**config.mk**
```make
export PLATFORM = sky130hd
export DESIGN_NAME = lsu
export DESIGN_NICKNAME = d
export VERILOG_FILES = /design/src/rtl/common.sv /design/src/rtl/lsu.sv
export SDC_FILE = /design/constraint.sdc
export NUM_CORES = 1
export LEC_CHECK = 0
export CORE_AREA = 2 2 85 87
export CTS_CLUSTER_DIAMETER = 150
export DETAILED_ROUTE_END_ITERATION = 16
export DIE_AREA = 0 0 87 89
export DONT_BUFFER_PORTS = 1
export PLACE_DENSITY = 0.71
export SYNTH_ARGS = -nofsm -noshare
export SYNTH_HDL_FRONTEND = slang
export SYNTH_SLANG_ARGS = --single-unit
```
**constraint.sdc**
```tcl
create_clock -name clk -period 1.66 [get_ports clk]
set_clock_uncertainty 0.05 [all_clocks]
set_input_delay 0.166 -clock clk [delete_from_list [all_inputs] [get_ports clk]]
set_output_delay 0.166 -clock clk [all_outputs]
set_load 0.05 [all_outputs]
```
**src/rtl/common.sv**
```systemverilog
// Types shared between the core pipeline, the register file and the load/store unit.
package common;

    typedef logic [31:0] data_t;

    typedef enum logic [2:0] {
        IDLE    = 3'd0,
        FETCH   = 3'd1,
        DECODE  = 3'd2,
        REQUEST = 3'd3,
        WAIT    = 3'd4,
        EXECUTE = 3'd5,
        UPDATE  = 3'd6,
        DONE    = 3'd7
    } core_state_t;

    typedef enum logic [1:0] {
        LSU_IDLE       = 2'd0,
        LSU_REQUESTING = 2'd1,
        LSU_WAITING    = 2'd2,
        LSU_DONE       = 2'd3
    } lsu_state_t;

endpackage

```
**src/rtl/lsu.sv**
```systemverilog
// Per-thread load/store unit: one LDR/STR at a time over a valid/ready memory port.
// state          | meaning
// LSU_IDLE       | waiting for a REQUEST with a memory op
// LSU_REQUESTING | forming address, launching request
// LSU_WAITING    | valid held until the active channel's ready
// LSU_DONE       | complete, held until core reaches UPDATE
module lsu
    import common::*;
#(
    parameter int ADDR_WIDTH = 8,
    parameter int DATA_WIDTH = 32
) (
    input  logic                  clk,
    input  logic                  reset,
    input  logic                  enable,
    input  core_state_t           core_state,
    input  logic                  decoded_mem_read_enable,
    input  logic                  decoded_mem_write_enable,
    input  data_t                 decoded_immediate,
    input  data_t                 rs1,
    input  data_t                 rs2,
    output logic                  mem_read_valid,
    output logic [ADDR_WIDTH-1:0] mem_read_address,
    input  logic                  mem_read_ready,
    input  data_t                 mem_read_data,
    output logic                  mem_write_valid,
    output logic [ADDR_WIDTH-1:0] mem_write_address,
    output data_t                 mem_write_data,
    input  logic                  mem_write_ready,
    output lsu_state_t            lsu_state,
    output data_t                 lsu_out
);

    lsu_state_t            state_q, state_d;
    logic                  is_read_q, is_read_d;
    logic                  rd_valid_q, rd_valid_d;
    logic                  wr_valid_q, wr_valid_d;
    logic [ADDR_WIDTH-1:0] rd_addr_q, rd_addr_d;
    logic [ADDR_WIDTH-1:0] wr_addr_q, wr_addr_d;
    logic [DATA_WIDTH-1:0] wr_data_q, wr_data_d;
    logic [DATA_WIDTH-1:0] lsu_out_q, lsu_out_d;

    // Address wraps silently; only the low ADDR_WIDTH bits of the sum matter.
    data_t                            addr_sum;
    logic [ADDR_WIDTH-1:0]            addr;
    logic [DATA_WIDTH-ADDR_WIDTH-1:0] addr_sum_unused;

    assign addr_sum                 = rs1 + decoded_immediate;
    assign {addr_sum_unused, addr}  = addr_sum;

    always_comb begin
        state_d    = state_q;
        is_read_d  = is_read_q;
        rd_valid_d = rd_valid_q;
        wr_valid_d = wr_valid_q;
        rd_addr_d  = rd_addr_q;
        wr_addr_d  = wr_addr_q;
        wr_data_d  = wr_data_q;
        lsu_out_d  = lsu_out_q;

        unique case (state_q)
            LSU_IDLE: begin
                if (enable && core_state == REQUEST &&
                    (decoded_mem_read_enable || decoded_mem_write_enable)) begin
                    state_d   = LSU_REQUESTING;
                    // Read wins when both enables are set.
                    is_read_d = decoded_mem_read_enable;
                end
            end
            LSU_REQUESTING: begin
                if (is_read_q) begin
                    rd_valid_d = 1'b1;
                    rd_addr_d  = addr;
                end else begin
                    wr_valid_d = 1'b1;
                    wr_addr_d  = addr;
                    wr_data_d  = rs2;
                end
                state_d = LSU_WAITING;
            end
            LSU_WAITING: begin
                if (rd_valid_q && mem_read_ready) begin
                    rd_valid_d = 1'b0;
                    lsu_out_d  = mem_read_data;
                    state_d    = LSU_DONE;
                end else if (wr_valid_q && mem_write_ready) begin
                    wr_valid_d = 1'b0;
                    state_d    = LSU_DONE;
                end
            end
            LSU_DONE: begin
                if (core_state == UPDATE) begin
                    state_d = LSU_IDLE;
                end
            end
            default: state_d = LSU_IDLE;
        endcase
    end

    always_ff @(posedge clk) begin
        if (reset) begin
            state_q    <= LSU_IDLE;
            is_read_q  <= 1'b0;
            rd_valid_q <= 1'b0;
            wr_valid_q <= 1'b0;
            rd_addr_q  <= '0;
            wr_addr_q  <= '0;
            wr_data_q  <= '0;
            lsu_out_q  <= '0;
        end else begin
            state_q    <= state_d;
            is_read_q  <= is_read_d;
            rd_valid_q <= rd_valid_d;
            wr_valid_q <= wr_valid_d;
            rd_addr_q  <= rd_addr_d;
            wr_addr_q  <= wr_addr_d;
            wr_data_q  <= wr_data_d;
            lsu_out_q  <= lsu_out_d;
        end
    end

    assign lsu_state         = state_q;
    assign mem_read_valid    = rd_valid_q;
    assign mem_read_address  = rd_addr_q;
    assign mem_write_valid   = wr_valid_q;
    assign mem_write_address = wr_addr_q;
    assign mem_write_data    = wr_data_q;
    assign lsu_out           = lsu_out_q;

endmodule

```
==> impl_metrics.toml <==
[global_route]
antenna_found_initial = 0
track_usage_pct = 20.4
grt_pass1_wl_um = 12500
overflow = 0
grt_start_max_net_pins = 90
first_global_vias = 2714

[floorplanning]
core_mm2 = 0.00672
die-area_mm2 = 0.00774
die_h_um = 89
io-pin-count = 222
rows = 30
die_x_um = 87
start_util_pct = 51.4

[finish]
stdcell_area_mm2 = 0.00406
drive_gt1_share_pct = 15.0
nNetsFinal = 612
fin_util_pct = 60.5
fillers = 626
n_antenna_cell = 0
fin_cells = 546
syn2layout_area_growth_pct = 17.6

[worst_setup_path]
end_kind = "flop"
crit_fanout = 4
cp_cell_sequence = "inv_1 -> ha_1 -> a21boi_0 -> a22oi_2 -> a21o_1 -> a21oi_1"
required_ns = 1.88
critPathKind = "flop to flop"
arrival_ns = 1.72
max_stage_delay_ns = 0.36
cp_slowest_cell = "dfxtp_4"
crit_path_start_kind = "flop"
path_buf_inv = 1
critical_path.top_delay_family = "compound AO/OA/AOI/OAI gates"

[power_and_ir_drop]
switching_share_pct = 38.9
pwr-share-seq_pct = 50.1
p_per_area_mw_per_mm2 = 1460
p_clk_share_pct = 26.6
comb_power_share_pct = 23.4
p_switching_mw = 2.31
irDropWorstVdd_v = 0.000895
power.leakage_nw = 1.51
power_mw = 5.93
intPower_mw = 3.62

[sta]
finalSetupTns_ns = 0
period_share_pct = 90.6
hold_viol = 82
finalSetupViolCount = 0
relSlewSlack_pct = 63.5
worst_slack_ns = 0.156
slew_viol_final = 0
layout_min_cycle_time_ns = 1.50
worst_slew_pin_slew_ns = 0.547
fmax_ghz = 0.665
timing.hold.ws_ns = -0.172
rsz0062_at_grt = "no"

[logic_synthesis]
async_reset_ff_share_pct = 0
synth_seq_area_share_pct = 49.2
post_synth.cell_area_avg_um2 = 8.00
synthesis.area_mm2 = 0.00346
synth_top_area_cell = "dfxtp_1"
synth.distinct_cells = 41
synth_top_area_share_pct = 49.2
synth_edf_count = 0
yosys-top-cells-area = "dfxtp_1 49%, nand2_1 15%, a21oi_1 11%"
synth_ff_type = "dfxtp_1"
yosysWarnings = 0
ys_ff_latch = 85
syn_inst = 432
syn_nets = 583

[cts]
cts.root.buffer_cell = "clkbuf_8"
clock_path_buffers = 2
htreeDepth = 3
postCtsSetupBuffers = 0
clock_latency_ns = 0.34
clkTransAtPathRegs_ns = 0.08
cts_tree = "done"
cts-buffers-inserted = 9
clock-sinks = 85

[drt]
wl_per_cell_um = 15.0
num_vias = 3007
drc = 0
wirelength_um = 8190
firstDrtPassIters = 4
detail_route.vias_per_cell = 5.51
ant_nets = 0
drt_iter0_drc = 76

[place]
dp.cells = 530
placed_area_mm2 = 0.00384
place.gp.congestion = 0.867
hpwl_um = 5990
dp_slack_ns = 0.0896
io_buffers = 0

[run_status]
outcome = "finished with violations"
failed_checks = "hold timing"

[run]
cap_viol_max_count = 0

[min_path]
hold_class = "input pin to flop"
## state kept, by name, indices dropped and copies added (netlist names)
| register | cells |
|---|---|
| mem_write_address | 8 |
| mem_read_valid | 1 |
| mem_write_data | 32 |
| lsu_state | 2 |
| mem_read_address | 8 |
| mem_write_valid | 1 |
| is_read_q | 1 |
| lsu_out | 32 |
## synth_stat cells (4+ instances only)
cell type	number
nand2_1	139
dfxtp_1	85
a21oi_1	75
nor2_1	13
buf_2	12
clkbuf_1	12
ha_1	12
nand3_1	11
nor3_1	7
o21ai_0	7
inv_1	6
a31oi_1	4
buf_1	4
## power by group through the flow
stage	logic [mW]	clock network, mW	registers [mW]
after floorplan	0.750	0	3.26
after global placement	1.35	0	3.01
after detailed placement	1.39	0	3.02
after CTS	1.39	1.62	2.97
after global routing	1.52	1.72	3.00
final	1.39	1.58	2.97
## logic make-up after synthesis
kind of cell | share of synthesized area (%)
xor gates and xnor gates | 0.507
DFF | 49.2
adders and majority gates | 4.92
AOI/OAI and AO/OA | 18.4
buffers and inverters | 4.13
muxes | 0.290
and+or+nand+nor | 22.6
## layout by cell type (no fill, tap or decap), types with 2 or more instances in the layout
master,netlist,final
buf_4,0,42
dfxtp_1,85,83
a31oi_1,4,4
or3_1,3,3
ha_1,12,11
o211ai_1,2,2
clkbuf_1,12,2
o311ai_0,2,2
o41ai_1,2,2
o21a_1,2,2
clkbuf_8,0,9
a21oi_1,75,75
nand2b_1,3,2
a211oi_1,3,3
inv_1,6,6
nand3_1,11,11
a21o_1,3,3
bufinv_16,0,2
buf_12,0,4
nand4_1,3,3
nand2_1,139,139
nor2_1,13,13
nand3b_1,2,2
nor3_1,7,7
nor2b_1,3,2
o21ai_0,7,7
## path summary, 6_finish.rpt
| path | endpoint | cells after the start | slack [ns] | from |
|---|---|---|---|---|
| setup reg to reg | lsu_state[1]$_SDFFE_PP0P_ | 6 | 0.16 | lsu_state[0]$_SDFFE_PP0P_ |
| setup / recovery | lsu_state[1]$_SDFFE_PP0P_ | 6 | 0.16 | lsu_state[0]$_SDFFE_PP0P_ |
| hold / removal | lsu_state[0]$_SDFFE_PP0P_ | 1 | -0.17 | reset |
| hold reg to reg | lsu_out[14]$_SDFFE_PP0P_ | 2 | 0.40 | lsu_out[14]$_SDFFE_PP0P_ |
## routing by layer
layer / global-route usage [%] / wire, um / vias up
li1: - / - / 1513
met1: 24.3 / 3270 / 1343
met2: 34.2 / 4000 / 139
met3: 6.46 / 786 / 12
met4: 8.38 / 122 / 0
met5: 0 / 0 / -
## final cells by class
type	instances	area, um2	share of cell area [%]
Tap cell	80	100	2.46
Timing Repair Buffer	46	395	9.73
Inverter	6	22.5	0.554
Clock inverter	5	82.6	2.03
Multi-Input combinational cell	313	1620	40.0
Clock buffer	11	131	3.23
Sequential cell	85	1710	42.0
## what timing repair did
item | in CTS | in global routing
resized for setup | 0 | 2
hold endpoints to repair | 83 | 82
setup endpoints to repair | 0 | 2
(Power assumes the default switching activity.)
